[config.mk]
export PLATFORM = sky130hd
export DESIGN_NAME = m_mux_rr
export DESIGN_NICKNAME = d
export VERILOG_FILES = /design/src/rtl/m_mux_rr.sv
export SDC_FILE = /design/constraint.sdc
export NUM_CORES = 1
export LEC_CHECK = 0
export CORE_UTILIZATION = 60
export CTS_BUF_LIST = sky130_fd_sc_hd__clkbuf_16
export CTS_CLUSTER_SIZE = 8
export DETAILED_ROUTE_END_ITERATION = 6
export DONT_BUFFER_PORTS = 1
export PLACE_DENSITY = 0.76
export SKIP_LAST_GASP = 1
export SLEW_MARGIN = 20
export SYNTH_ARGS = -nofsm -noshare
export SYNTH_HDL_FRONTEND = slang
export SYNTH_SLANG_ARGS = --single-unit
[constraint.sdc]
create_clock -name i_clk -period 3.8 [get_ports i_clk]
set_clock_uncertainty 0.05 [all_clocks]
set_input_delay 0.76 -clock i_clk [delete_from_list [all_inputs] [get_ports i_clk]]
set_output_delay 0.76 -clock i_clk [all_outputs]
set_load 0.02 [all_outputs]
[src/rtl/m_mux_rr.sv]
// N:1 valid/ready mux with round-robin or explicit-select arbitration; 1-cycle latency into one output register.
// Backpressure: a held word blocks all o_ready until downstream accepts; a drain and a reload can share a cycle.
module m_mux_rr #(
  parameter int WIDTH    = 16,
  parameter int CHANNELS = 4,
  parameter int SEL_MODE = 0,
  localparam int SELW    = $clog2(CHANNELS)
) (
  input  logic                      i_clk,
  input  logic                      i_rst_n,
  input  logic [CHANNELS*WIDTH-1:0] i_data,
  input  logic [CHANNELS-1:0]       i_valid,
  output logic [CHANNELS-1:0]       o_ready,
  input  logic [SELW-1:0]           i_sel,
  output logic [WIDTH-1:0]          o_data,
  output logic                      o_valid,
  output logic [SELW-1:0]           o_chan,
  input  logic                      i_ready
);

  logic [SELW-1:0]     ptr;
  logic [SELW-1:0]     gnt;
  logic [SELW-1:0]     ptr_nxt;
  logic [SELW-1:0]     idx_s;
  logic [CHANNELS-1:0] elig;
  logic [WIDTH-1:0]    ch_dat [CHANNELS];
  logic                found;
  logic                load_slot;
  logic                xfer;
  int                  idx;

  always_comb begin
    for (int k = 0; k < CHANNELS; k++) begin
      ch_dat[k] = i_data[k*WIDTH +: WIDTH];
    end
  end

  // In select mode only one channel can ever be eligible, so the same search serves both modes.
  always_comb begin
    elig = '0;
    if (SEL_MODE == 0) begin
      elig = i_valid;
    end else if (int'(i_sel) < CHANNELS) begin
      elig[i_sel] = i_valid[i_sel];
    end
  end

  always_comb begin
    found   = 1'b0;
    gnt     = '0;
    ptr_nxt = ptr;
    idx     = 0;
    idx_s   = '0;
    for (int i = 0; i < CHANNELS; i++) begin
      idx = int'(ptr) + i;
      if (idx >= CHANNELS) idx = idx - CHANNELS;
      idx_s = SELW'(idx);
      if (!found && elig[idx_s]) begin
        found   = 1'b1;
        gnt     = idx_s;
        ptr_nxt = (idx == CHANNELS - 1) ? '0 : SELW'(idx + 1);
      end
    end
  end

  assign load_slot = !o_valid || i_ready;
  assign xfer      = i_rst_n && found && load_slot;

  always_comb begin
    o_ready = '0;
    if (xfer) o_ready[gnt] = 1'b1;
  end

  always_ff @(posedge i_clk or negedge i_rst_n) begin
    if (!i_rst_n) begin
      o_data  <= '0;
      o_valid <= 1'b0;
      o_chan  <= '0;
      ptr     <= '0;
    end else begin
      if (xfer) begin
        o_data  <= ch_dat[gnt];
        o_chan  <= gnt;
        o_valid <= 1'b1;
        if (SEL_MODE == 0) ptr <= ptr_nxt;
      end else if (i_ready) begin
        o_valid <= 1'b0;
      end
    end
  end

endmodule

==> impl_metrics.tcl, run 1 <==
set metrics [dict create \
    die-area_um2 3770 \
    place_area_um2 2110 \
    areaGrowthSynthToFinish_pct 4.02 \
    finalHoldViolCount 0 \
    fin_cells 289 \
    ctsResizeCount 0 \
    syn_area_um2 2120 \
    async_flop_share 1.00 \
    setup.worst_path.end_class "primary output" \
    layout-drive-gt1-share 0.177 \
    vias_per_cell 6.58 \
    post-dp-hpwl_um 3690 \
    start_kind "register" \
    drt-pass1-iter-count 6 \
    period_needed_ps 3580 \
    setup.worst_path.class "reg2out" \
    p_leak_nw 0.899 \
    synth_flop_cell "dfrtp_1" \
    peakVddDrop_uv 454 \
    route.met2.wl_um 2470 \
    synth.distinct_cells 41 \
    wl_met1_um 2230 \
    met3RoutedLength_um 552 \
    grt.total_usage 0.280 \
    finalSetupViolCount 0 \
    status "complete, no violations" \
    synth_cells 256 \
    slew-limit-headroom 0.622 \
    arrival_ps 2770 \
    yosysSeqAreaShare 0.248 \
    htree_levels 1 \
    die_height_um 61.4 \
    dp_cells 285 \
    final.fill_count 303 \
    drv_cap 0 \
    avgSynthCellArea_um2 8.27 \
    crit_chain "inv_1, ha_2, mux4_2, o21bai_1, and3_1, a21oi_4, and2_1" \
    drc_errors 0 \
    final_max_slew_viol_count 0 \
    fin_area_um2 2200 \
    clock_tree.buffer_depth 2 \
    numPortBuffers 0 \
    grt_first_pass_wirelength_um 7910 \
    crit_path_top_delay_cell "dfrtp_1" \
    synth_warnings 0 \
    setup_ws_ps 223 \
    postCtsSetupRepairBufs 0 \
    overflow 0 \
    cts-root-buf "clkbuf_16" \
    worstMarginPinSlew_ps 565 \
    drtAntennaViolNets 0 \
    clkSinkCount 21 \
    rsz0062_at_grt "false" \
    grt_pass1_vias 1761 \
    required_ps 2990 \
    setup_tns_ps 0 \
    fmax_ghz 0.280 \
    numCtsBuffers 3 \
    drtIter0Drc 139 \
    dpl_worst_slack_ps 313 \
    grt_max_degree 43 \
    holdBufCountCts 0 \
    final_cell_mix "nand2_1 (50), dfrtp_1 (20), o211ai_1 (16)" \
    antenna_found_initial 0 \
    layout_commonest_cell "nand2_1" \
    clk_latency_ps 260 \
    cpLargestDelayFamily "simple AND/OR/NAND/NOR gates" \
    clk_pin_slew_ps 60 \
    io_pins 96 \
    hp-class "in2async" \
    finalCritPeriodShare 0.941 \
    num_vias 1901 \
    synth-seq-cells 21 \
    worst-path-buf-inv 1 \
    slowest_delay_ps 520 \
    die_w_um 61.4 \
    cts_tree "built" \
    routed.top_layer "met4" \
    std_cell_rows 21 \
    wire_per_inst_um 18.2 \
    core_um2 3360 \
    synth-edff-count 0 \
    synthesis.nets 333 \
    cp_max_fo 9 \
    routed_wirelength_um 5270 \
    p_per_area_nw_per_um2 923 \
    gp_congestion 0.809 \
    floorplan.initialDensity 0.630 \
    fin_nets 321 \
    diodes 0 \
]
==> kinds of logic after synthesis <==
kind of cell    count (synthesis)  share of synthesized area
buf+inv                        34                     0.0756
flops                          21                      0.248
fa+ha+maj                       4                     0.0236
simple gates                   91                      0.204
mux                            26                      0.158
compound gates                 80                      0.291
==> where the power goes <==
part	switching [mW]	leakage [nW]	internal (mW)
registers	0.203	0.256	0.327
clock network	0.0868	0.0409	0.142
logic	0.714	0.602	0.561
total	1.00	0.899	1.03
==> synth_stat cells (8+ instances only) <==
| cell type | instances | share of area |
|---|---|---|
| o2111ai_1 | 9 | 0.037 |
| or2_2 | 10 | 0.030 |
| mux2i_1 | 11 | 0.052 |
| nor2_1 | 8 | 0.014 |
| nand2_1 | 50 | 0.089 |
| dfrtp_1 | 21 | 0.25 |
| inv_1 | 10 | 0.018 |
| o21ai_0 | 15 | 0.035 |
| nand2b_1 | 11 | 0.032 |
| clkbuf_1 | 13 | 0.023 |
| o211ai_1 | 16 | 0.057 |
| a222oi_1 | 9 | 0.043 |
==> final cells by class <==
cell class / count / area [µm²] / share of cell area
Clock inverter: 1 / 5.00 / 0.00227
Tap cell: 46 / 57.6 / 0.0261
Sequential cell: 21 / 527 / 0.239
Clock buffer: 3 / 75.1 / 0.0341
Inverter: 10 / 37.5 / 0.0170
Multi-Input combinational cell: 201 / 1450 / 0.658
Timing Repair Buffer: 7 / 52.6 / 0.0239
==> state kept, by name (all words and copies together), names as in the netlist <==
name and flops:
o_data 16, o_chan 2, ptr 2, o_valid 1
==> final timing paths <==
kind                            from          to  slack [ps]  depth (start not counted)
setup / recovery              ptr[1]  o_ready[2]         220                          7
hold / removal               i_rst_n   o_data[9]         140                          0
setup reg to reg              ptr[1]  o_data[10]         900                          9
hold reg to reg            o_chan[0]   o_chan[0]         570                          2
max in group asynchronous    i_rst_n      ptr[0]        3480                          0
min in group i_clk         o_chan[0]   o_chan[0]         570                          2
==> routing by layer <==
metal	up-vias	global-route usage
li1	924	-
met1	886	0.372
met2	89	0.466
met3	2	0.0777
met4	0	0.0444
met5	-	0
==> per-stage QoR <==
stage                     power [mW]   util  hold WS [ps]
after CTS                       2.01  0.651           142
after detailed placement        1.78  0.627           415
after global placement          1.76  0.627           415
final                           2.03  0.655           140
after floorplan                 1.59      -           414
after global routing            2.20  0.655           134
Note: power is estimated with default switching activity, not from simulation.
==> run 2: changes to the inputs <==
- CORE_ASPECT_RATIO: not set -> 2
- MAX_ROUTING_LAYER: not set -> met4
==> impl_metrics.tcl, run 2 (synthesized netlist as in run 1, its figures left out) <==
set metrics [dict create \
    antenna_found_initial 0 \
    areaGrowthSynthToFinish_pct 3.90 \
    final.fill_count 289 \
    routed_wirelength_um 5560 \
    slew-limit-headroom 0.680 \
    use_met2 0.552 \
    drv_cap 0 \
    post-dp-hpwl_um 4070 \
    finalCritPeriodShare 0.912 \
    clock_tree.buffer_depth 2 \
    arrival_ps 2660 \
    die-area_um2 3790 \
    p_leak_nw 0.921 \
    drt-pass1-iter-count 7 \
    peakVddDrop_uv 555 \
    start_kind "register" \
    htree_levels 1 \
    required_ps 2990 \
    worstMarginPinSlew_ps 478 \
    grt_use_met1 0.363 \
    period_needed_ps 3470 \
    final_cell_mix "nand2_1 (50), dfrtp_1 (21), o211ai_1 (16)" \
    slowest_delay_ps 610 \
    grt.total_usage 0.318 \
    finalHoldViolCount 0 \
    layout-drive-gt1-share 0.174 \
    use_met3 0.0316 \
    status "complete, but fails checks" \
    clkSinkCount 21 \
    setup_tns_ps 0 \
    io_pins 96 \
    numCtsBuffers 3 \
    drtIter0Drc 104 \
    rsz0062_at_grt "false" \
    largest_reg_flops 16 \
    finalSetupViolCount 0 \
    final_max_slew_viol_count 0 \
    crit_cells 7 \
    clk_latency_ps 250 \
    diodes 0 \
    worst-path-buf-inv 2 \
    cp_max_fo 21 \
    cp_common_cell "buf_4" \
    cts_tree "built" \
    setup.worst_path.end_class "primary output" \
    grt_first_pass_wirelength_um 9000 \
    clk_pin_slew_ps 60 \
    regMostFlops "o_data" \
    fmax_ghz 0.288 \
    floorplan.initialDensity 0.627 \
    p_per_area_nw_per_um2 937 \
    r2r-start "ptr[0]" \
    wire_per_inst_um 19.9 \
    reg2reg_depth 9 \
    largestRegisters "o_data (16), o_chan (2), ptr (2)" \
    die_height_um 86.0 \
    die_w_um 44.0 \
    hp-class "in2async" \
    setup.worst_path.class "reg2out" \
    numPortBuffers 0 \
    gp_congestion 0.884 \
    whs_ps 147 \
    final-seq-area_um2 526 \
    holdBufCountCts 0 \
    layout_commonest_cell "nand2_1" \
    fin_nets 325 \
    ctsResizeCount 0 \
    core_um2 3380 \
    crit_start "ptr[0]" \
    overflow 0 \
    cpLargestDelayFamily "multiplexers" \
    grt_busiest_layer "met2" \
    grt_max_degree 28 \
    crit_path_top_delay_cell "mux4_2" \
    crit_chain "buf_4, mux4_2, o21bai_1, and3_1, a21oi_2, buf_4, nor2_1" \
    drtAntennaViolNets 0 \
    multi_input_area_um2 1440 \
    grt_pass1_vias 1980 \
    violations "design-rule violations" \
    cts-root-buf "clkbuf_16" \
    postCtsSetupRepairBufs 0 \
    vias_per_cell 7.11 \
    std_cell_rows 30 \
    num_vias 1984 \
    drc_errors 3 \
]
## run 2: cell count changes in the layout (fill, tap and decap cells not counted), sizes merged
cell,before,now
buf,7,11
clkinv,1,0
inv,10,11
## run 2: through the flow
step	instance area, µm²	total power [mW]	util	std cells	setup WS [ps]
after floorplan	2120	1.59	-	256	338
after global placement	2120	1.80	0.628	275	561
after detailed placement	2120	1.83	0.628	275	553
after CTS	2200	2.07	0.651	279	329
after global routing	2200	2.22	0.651	279	171
final	2200	2.06	0.651	279	333
## run 2: worst paths after layout
check	slack [ps]	end
setup / recovery	330	o_ready[3]
hold / removal	150	o_valid
setup reg to reg	1010	o_data[12]
hold reg to reg	520	ptr[1]
max in group asynchronous	3480	ptr[1]
min in group i_clk	520	ptr[1]
## run 2: routing by layer
| layer | wire length (µm) | vias up |
|---|---|---|
| met5 | 0 | - |
| met4 | 65 | 0 |
| met3 | 424 | 6 |
| met2 | 3080 | 103 |
| met1 | 1990 | 946 |
| li1 | - | 929 |
## run 2: power by group
part	internal, mW	switching, mW
registers	0.326	0.182
clock network	0.140	0.0834
logic	0.585	0.746
## run 2: cell type report
cell class	count	share of cell area
clock buffers	3	0.0341
well taps	32	0.0182
repair buffers	11	0.0375
clock inverters	1	0.00171
inverters	10	0.0171
flip-flops and latches	21	0.239
multi-input cells	201	0.653
## run 2: worst reg2reg max path: stages (launching register included)
cell      delay [ps]
dfrtp_1          340
inv_1            100
ha_1             490
mux4_2           420
o21bai_1         240
and3_1           220
buf_4            200
a22o_1           250
o21ai_0          220
o211ai_1         120
